===== src/rtl/hilo_mdu_ctrl.sv =====
// HI/LO multiply/divide sequencer for EX: one-cycle registered multiply, 32-step restoring divide.
// Optional MDU_DIV_EARLY_OUT_EN: divides with |b| > |a| commit after a single busy cycle.
module hilo_mdu_ctrl #(
  parameter int DIV_ITERS = 32
) (
  input  logic        clk,
  input  logic        reset,
  input  logic        req_valid,
  input  logic        is_mult,
  input  logic        is_multu,
  input  logic        is_div,
  input  logic        is_divu,
  input  logic        hi_wen,
  input  logic        lo_wen,
  input  logic [31:0] src_a,
  input  logic [31:0] src_b,
  input  logic        flush,
  output logic        busy,
  output logic        done,
  output logic [31:0] hi,
  output logic [31:0] lo
);

  typedef enum logic [1:0] {IDLE, MUL, DIV} state_t;

  localparam logic [4:0] LAST_ITER = 5'(DIV_ITERS - 1);

  state_t      state, state_nxt;
  logic [31:0] op_a, op_b, div_q, div_r;
  logic        mul_signed, neg_q, neg_r, early;
  logic [4:0]  count;

  logic        accept, take_div, take_divu, take_mult, take_multu, take_hi, take_lo;
  logic        start_mul, start_div, early_ok, mul_commit, div_commit;
  logic [31:0] mag_a, mag_b, r_step, q_step, r_fix, q_fix;
  logic [32:0] shifted;
  logic        fits;
  logic [63:0] ext_a, ext_b, product;

  // Decode with fixed priority div > divu > mult > multu > mthi > mtlo.
  assign accept     = req_valid & ~busy & ~flush;
  assign take_div   = accept & is_div;
  assign take_divu  = accept & ~is_div & is_divu;
  assign take_mult  = accept & ~is_div & ~is_divu & is_mult;
  assign take_multu = accept & ~is_div & ~is_divu & ~is_mult & is_multu;
  assign take_hi    = accept & ~is_div & ~is_divu & ~is_mult & ~is_multu & hi_wen;
  assign take_lo    = accept & ~is_div & ~is_divu & ~is_mult & ~is_multu & ~hi_wen & lo_wen;
  assign start_mul  = take_mult | take_multu;
  assign start_div  = take_div | take_divu;

  assign mag_a = (take_div & src_a[31]) ? -src_a : src_a;
  assign mag_b = (take_div & src_b[31]) ? -src_b : src_b;

`ifdef MDU_DIV_EARLY_OUT_EN
  assign early_ok = start_div & (mag_b > mag_a) & (mag_b != 32'd0);
`else
  assign early_ok = 1'b0;
`endif

  // Extending by the latched signedness lets one 64-bit multiply serve both ops.
  assign ext_a   = mul_signed ? {{32{op_a[31]}}, op_a} : {32'd0, op_a};
  assign ext_b   = mul_signed ? {{32{op_b[31]}}, op_b} : {32'd0, op_b};
  assign product = ext_a * ext_b;

  // One restoring step; the final step's result feeds the commit directly.
  assign shifted = {div_r, div_q[31]};
  assign fits    = shifted >= {1'b0, op_b};
  assign r_step  = fits ? 32'(shifted - {1'b0, op_b}) : shifted[31:0];
  assign q_step  = {div_q[30:0], fits};
  assign q_fix   = neg_q ? -q_step : q_step;
  assign r_fix   = neg_r ? -r_step : r_step;

  assign busy = (state != IDLE);

  always_ff @(posedge clk or posedge reset) begin
    if (reset) state <= IDLE;
    else       state <= state_nxt;
  end

  always_comb begin
    state_nxt  = state;
    mul_commit = 1'b0;
    div_commit = 1'b0;
    case (state)
      IDLE: begin
        if (start_mul)      state_nxt = MUL;
        else if (start_div) state_nxt = DIV;
      end
      MUL: begin
        state_nxt  = IDLE;
        mul_commit = ~flush;
      end
      DIV: begin
        if (flush) state_nxt = IDLE;
        else if (early || count == LAST_ITER) begin
          state_nxt  = IDLE;
          div_commit = 1'b1;
        end
      end
      default: state_nxt = IDLE;
    endcase
  end

  // Operand latches, divide iteration and HI/LO commit.
  always_ff @(posedge clk or posedge reset) begin
    if (reset) begin
      hi <= '0; lo <= '0; done <= 1'b0;
      op_a <= '0; op_b <= '0; div_q <= '0; div_r <= '0;
      mul_signed <= 1'b0; neg_q <= 1'b0; neg_r <= 1'b0; early <= 1'b0;
      count <= '0;
    end else begin
      done <= mul_commit | div_commit;
      if (take_hi) hi <= src_a;
      if (take_lo) lo <= src_a;
      if (start_mul) begin
        op_a       <= src_a;
        op_b       <= src_b;
        mul_signed <= take_mult;
        count      <= '0;
      end
      if (start_div) begin
        op_a  <= src_a;
        op_b  <= mag_b;
        div_q <= mag_a;
        div_r <= '0;
        neg_q <= take_div & (src_a[31] ^ src_b[31]);
        neg_r <= take_div & src_a[31];
        early <= early_ok;
        count <= '0;
      end else if (state == DIV && !flush) begin
        div_q <= q_step;
        div_r <= r_step;
        if (count != LAST_ITER) count <= count + 5'd1;
      end
      if (busy && flush) count <= '0;
      if (mul_commit) {hi, lo} <= product;
      if (div_commit) begin
        if (early) begin
          hi <= op_a;
          lo <= '0;
        end else begin
          hi <= r_fix;
          lo <= q_fix;
        end
      end
    end
  end

endmodule


===== config.mk =====
export PLATFORM = sky130hd
export DESIGN_NAME = hilo_mdu_ctrl
export DESIGN_NICKNAME = d
export VERILOG_FILES = /design/src/rtl/hilo_mdu_ctrl.sv
export SDC_FILE = /design/constraint.sdc
export NUM_CORES = 2
export LEC_CHECK = 0
export CORE_ASPECT_RATIO = 1.25
export CORE_UTILIZATION = 60
export DETAILED_ROUTE_END_ITERATION = 8
export PLACE_DENSITY = 0.89
export SLEW_MARGIN = 15
export SYNTH_ARGS = -nofsm -noshare
export SYNTH_HDL_FRONTEND = slang
export SYNTH_SLANG_ARGS = --single-unit

===== constraint.sdc =====
create_clock -name clk -period 19.3 [get_ports clk]
set_input_delay 3.86 -clock clk [delete_from_list [all_inputs] [get_ports clk]]
set_output_delay 3.86 -clock clk [all_outputs]
set_load 0.005 [all_outputs]

==> qor.yml <==
status: "complete, but fails checks"
failed_checks: "design-rule violations"
seq_area_um2: 5080
yosys.area.top_type: "fa_1"
worst_pin_slew_ns: 1.30
io-pin-count: 140
synth-simple-area-share: 0.142
postRouteAntennaNets: 0
yosys_warnings: 0
maxCapViolCount: 0
tns_ns: 0
drt-total-wl_um: 186000
maxSlewHeadroom: 0.126
insertion_delay_ns: 0.60
slew_violations: 0
syn-num-nets: 8566
postSynthCellCount: 6726
crit_required_ns: 19.83
finalCritPeriodShare: 0.547
cpMostUsedCell: "fa_1"
via_per_inst: 6.03
ys_seq_area_frac: 0.0825
post_cts_buffers: 0
dr.pass1.iters: 9
fin_area_um2: 64900
cp-end-kind: "register"
top_usage_layer: "met2"
synth_xor_area_frac: 0.0366
whs_ns: 0.482
cp-start-kind: "register"
cts_max_path_buffers: 3
grtUsageMet2: 0.606
synth_top_area_share: 0.462
use_met1: 0.423
dpl_worst_slack_ns: 8.96
drtIter0Drc: 4362
cts-root-buf: "clkbuf_16"
fp.dieW_um: 289
antenna_found_initial: 9
grt_pass1_vias: 54000
clock_sinks: 203
setup_viol: 0
dieArea_um2: 104000
cp_max_fo: 41
hp-class: "reg2reg"
fillers: 7732
synth_fa_ha_area_frac: 0.533
finalHoldViolCount: 0
layout-drive-gt1-share: 0.0336
post_drt_wl_per_cell_um: 23.3
drc: 14
fp.coreArea_um2: 102000
synth_edf_count: 0
grt_pass1_wl_um: 293000
yosysUniqueCellTypes: 81
cts_buffers: 26
layout_min_cycle_time_ns: 10.56
h-tree-depth: 1
portBuffers: 139
ys_top_cells_by_area: "fa_1, inv_1, dfrtp_1, ha_1, and2_1"
vias: 48200
cts_resized: 0
fin_nets: 8465
synth_top_family_by_area: "adder cells"
crit_path_top_delay_cell: "fa_1"
fin_ws_ns: 8.74
arrival_ns: 11.09
rsz0062_at_grt: "false"
ys.flop_type: "dfrtp_1"
grt_overflow: 0
synthMuxAreaShare: 0.0114
cp_slowest_stage_delay_ns: 0.92
synthArstFlopShare: 1.00
synth_most_common_cell: "inv_1"
critPathKind: "reg2reg"
die_h_um: 360
use_met3: 0.0720
syn-cell-area_um2: 61600
synth_commonest_cells: "inv_1, fa_1, nand2_1, and2_1, ha_1"
place_congestion: 1.01
grt_max_degree: 138
synth.avg_cell_area_um2: 9.15
placed_area_um2: 63900
cp_num_buf_inv: 9
max_freq_mhz: 94.7
hold_buffers: 0
path_delay_family: "adder cells"
start_util: 0.604
row_count: 131
fin_skew_ns: 0.0271
tritoncts: "built"
path_clk_slew_ns: 0.07
grt.total_usage: 0.372
syn_to_final_growth_pct: 5.38
ys_ff_latch: 203
dpl.hpwl_um: 150000
multi_input_comb_area_um2: 49200
synth_compound_area_frac: 0.0768
-- metal layers --
layer / routed length (µm) / share of wire
met3: 17000 / 0.092
met1: 60600 / 0.33
met2: 89300 / 0.48
met5: 27 / 0.00015
met4: 19000 / 0.10
-- path summary, 6_finish.rpt --
check | start | endpoint | slack [ns] | cells past startpoint
hold / removal | lo[15] | lo[15] | 0.48 | 2
setup / recovery | op_a[31] | hi[30] | 8.74 | 34
setup reg to reg | op_a[31] | hi[30] | 8.74 | 34
min in group asynchronous | reset | lo[3] | 3.91 | 2
hold reg to reg | lo[15] | lo[15] | 0.48 | 2
max in group asynchronous | reset | op_b[18] | 13.73 | 3
-- layout make-up --
cell class | instances | area share
Sequential cell | 203 | 0.0784
Timing Repair Buffer | 221 | 0.0309
Clock inverter | 19 | 0.00376
Inverter | 1581 | 0.0916
Clock buffer | 29 | 0.0105
Tap cell | 1330 | 0.0256
Multi-Input combinational cell | 4592 | 0.759
Antenna cell | 4 | 0.000154
-- metrics by stage --
step                std cells  utilization
finish                   7979        0.636
global placement         7927        0.627
detailed placement       7927        0.627
CTS                      7975        0.636
global route             7976        0.636
floorplan                6726            -
-- cells in the final DEF (no fill, tap or decap), types with 29 or more instances in the layout --
master and instances:
a21o_1 55, inv_1 1580, ha_1 346, xnor2_1 172, and2_1 584, a22oi_1 33, o211ai_1 47, o31ai_1 31
mux2i_1 29, buf_4 82, mux2_2 35, a21oi_1 185, nor3_1 37, fa_1 1420, xor2_1 85, nand2_1 706
and3_1 35, nand3_1 78, dfrtp_1 199, nor2_1 144, o21ai_0 239, clkdlybuf4s50_1 139
-- flip-flops by register name, summed over array words and instances (netlist names) --
signal      cells
neg_r           1
mul_signed      1
div_q          32
hi             32
neg_q           1
op_a           32
op_b           32
state           2
done            1
lo             32
div_r          32
count           5
-- kinds of logic after synthesis --
group                      count (synthesis)
muxes                                     65
DFF                                      203
and+or+nand+nor                         1744
AOI/OAI and AO/OA                        756
buffers and inverters                   1931
adders and majority gates               1770
xor gates and xnor gates                 257
-- tightest hold or removal path: cells and delay by family, from the launching register on --
kind | cells | cell delay (ns)
AOI/OAI and AO/OA | 1 | 0.06
and+or+nand+nor | 1 | 0.05
DFF | 1 | 0.35
Power is not shown: default switching activity piles up to over one toggle a cycle in this logic, so the estimate is an artifact.
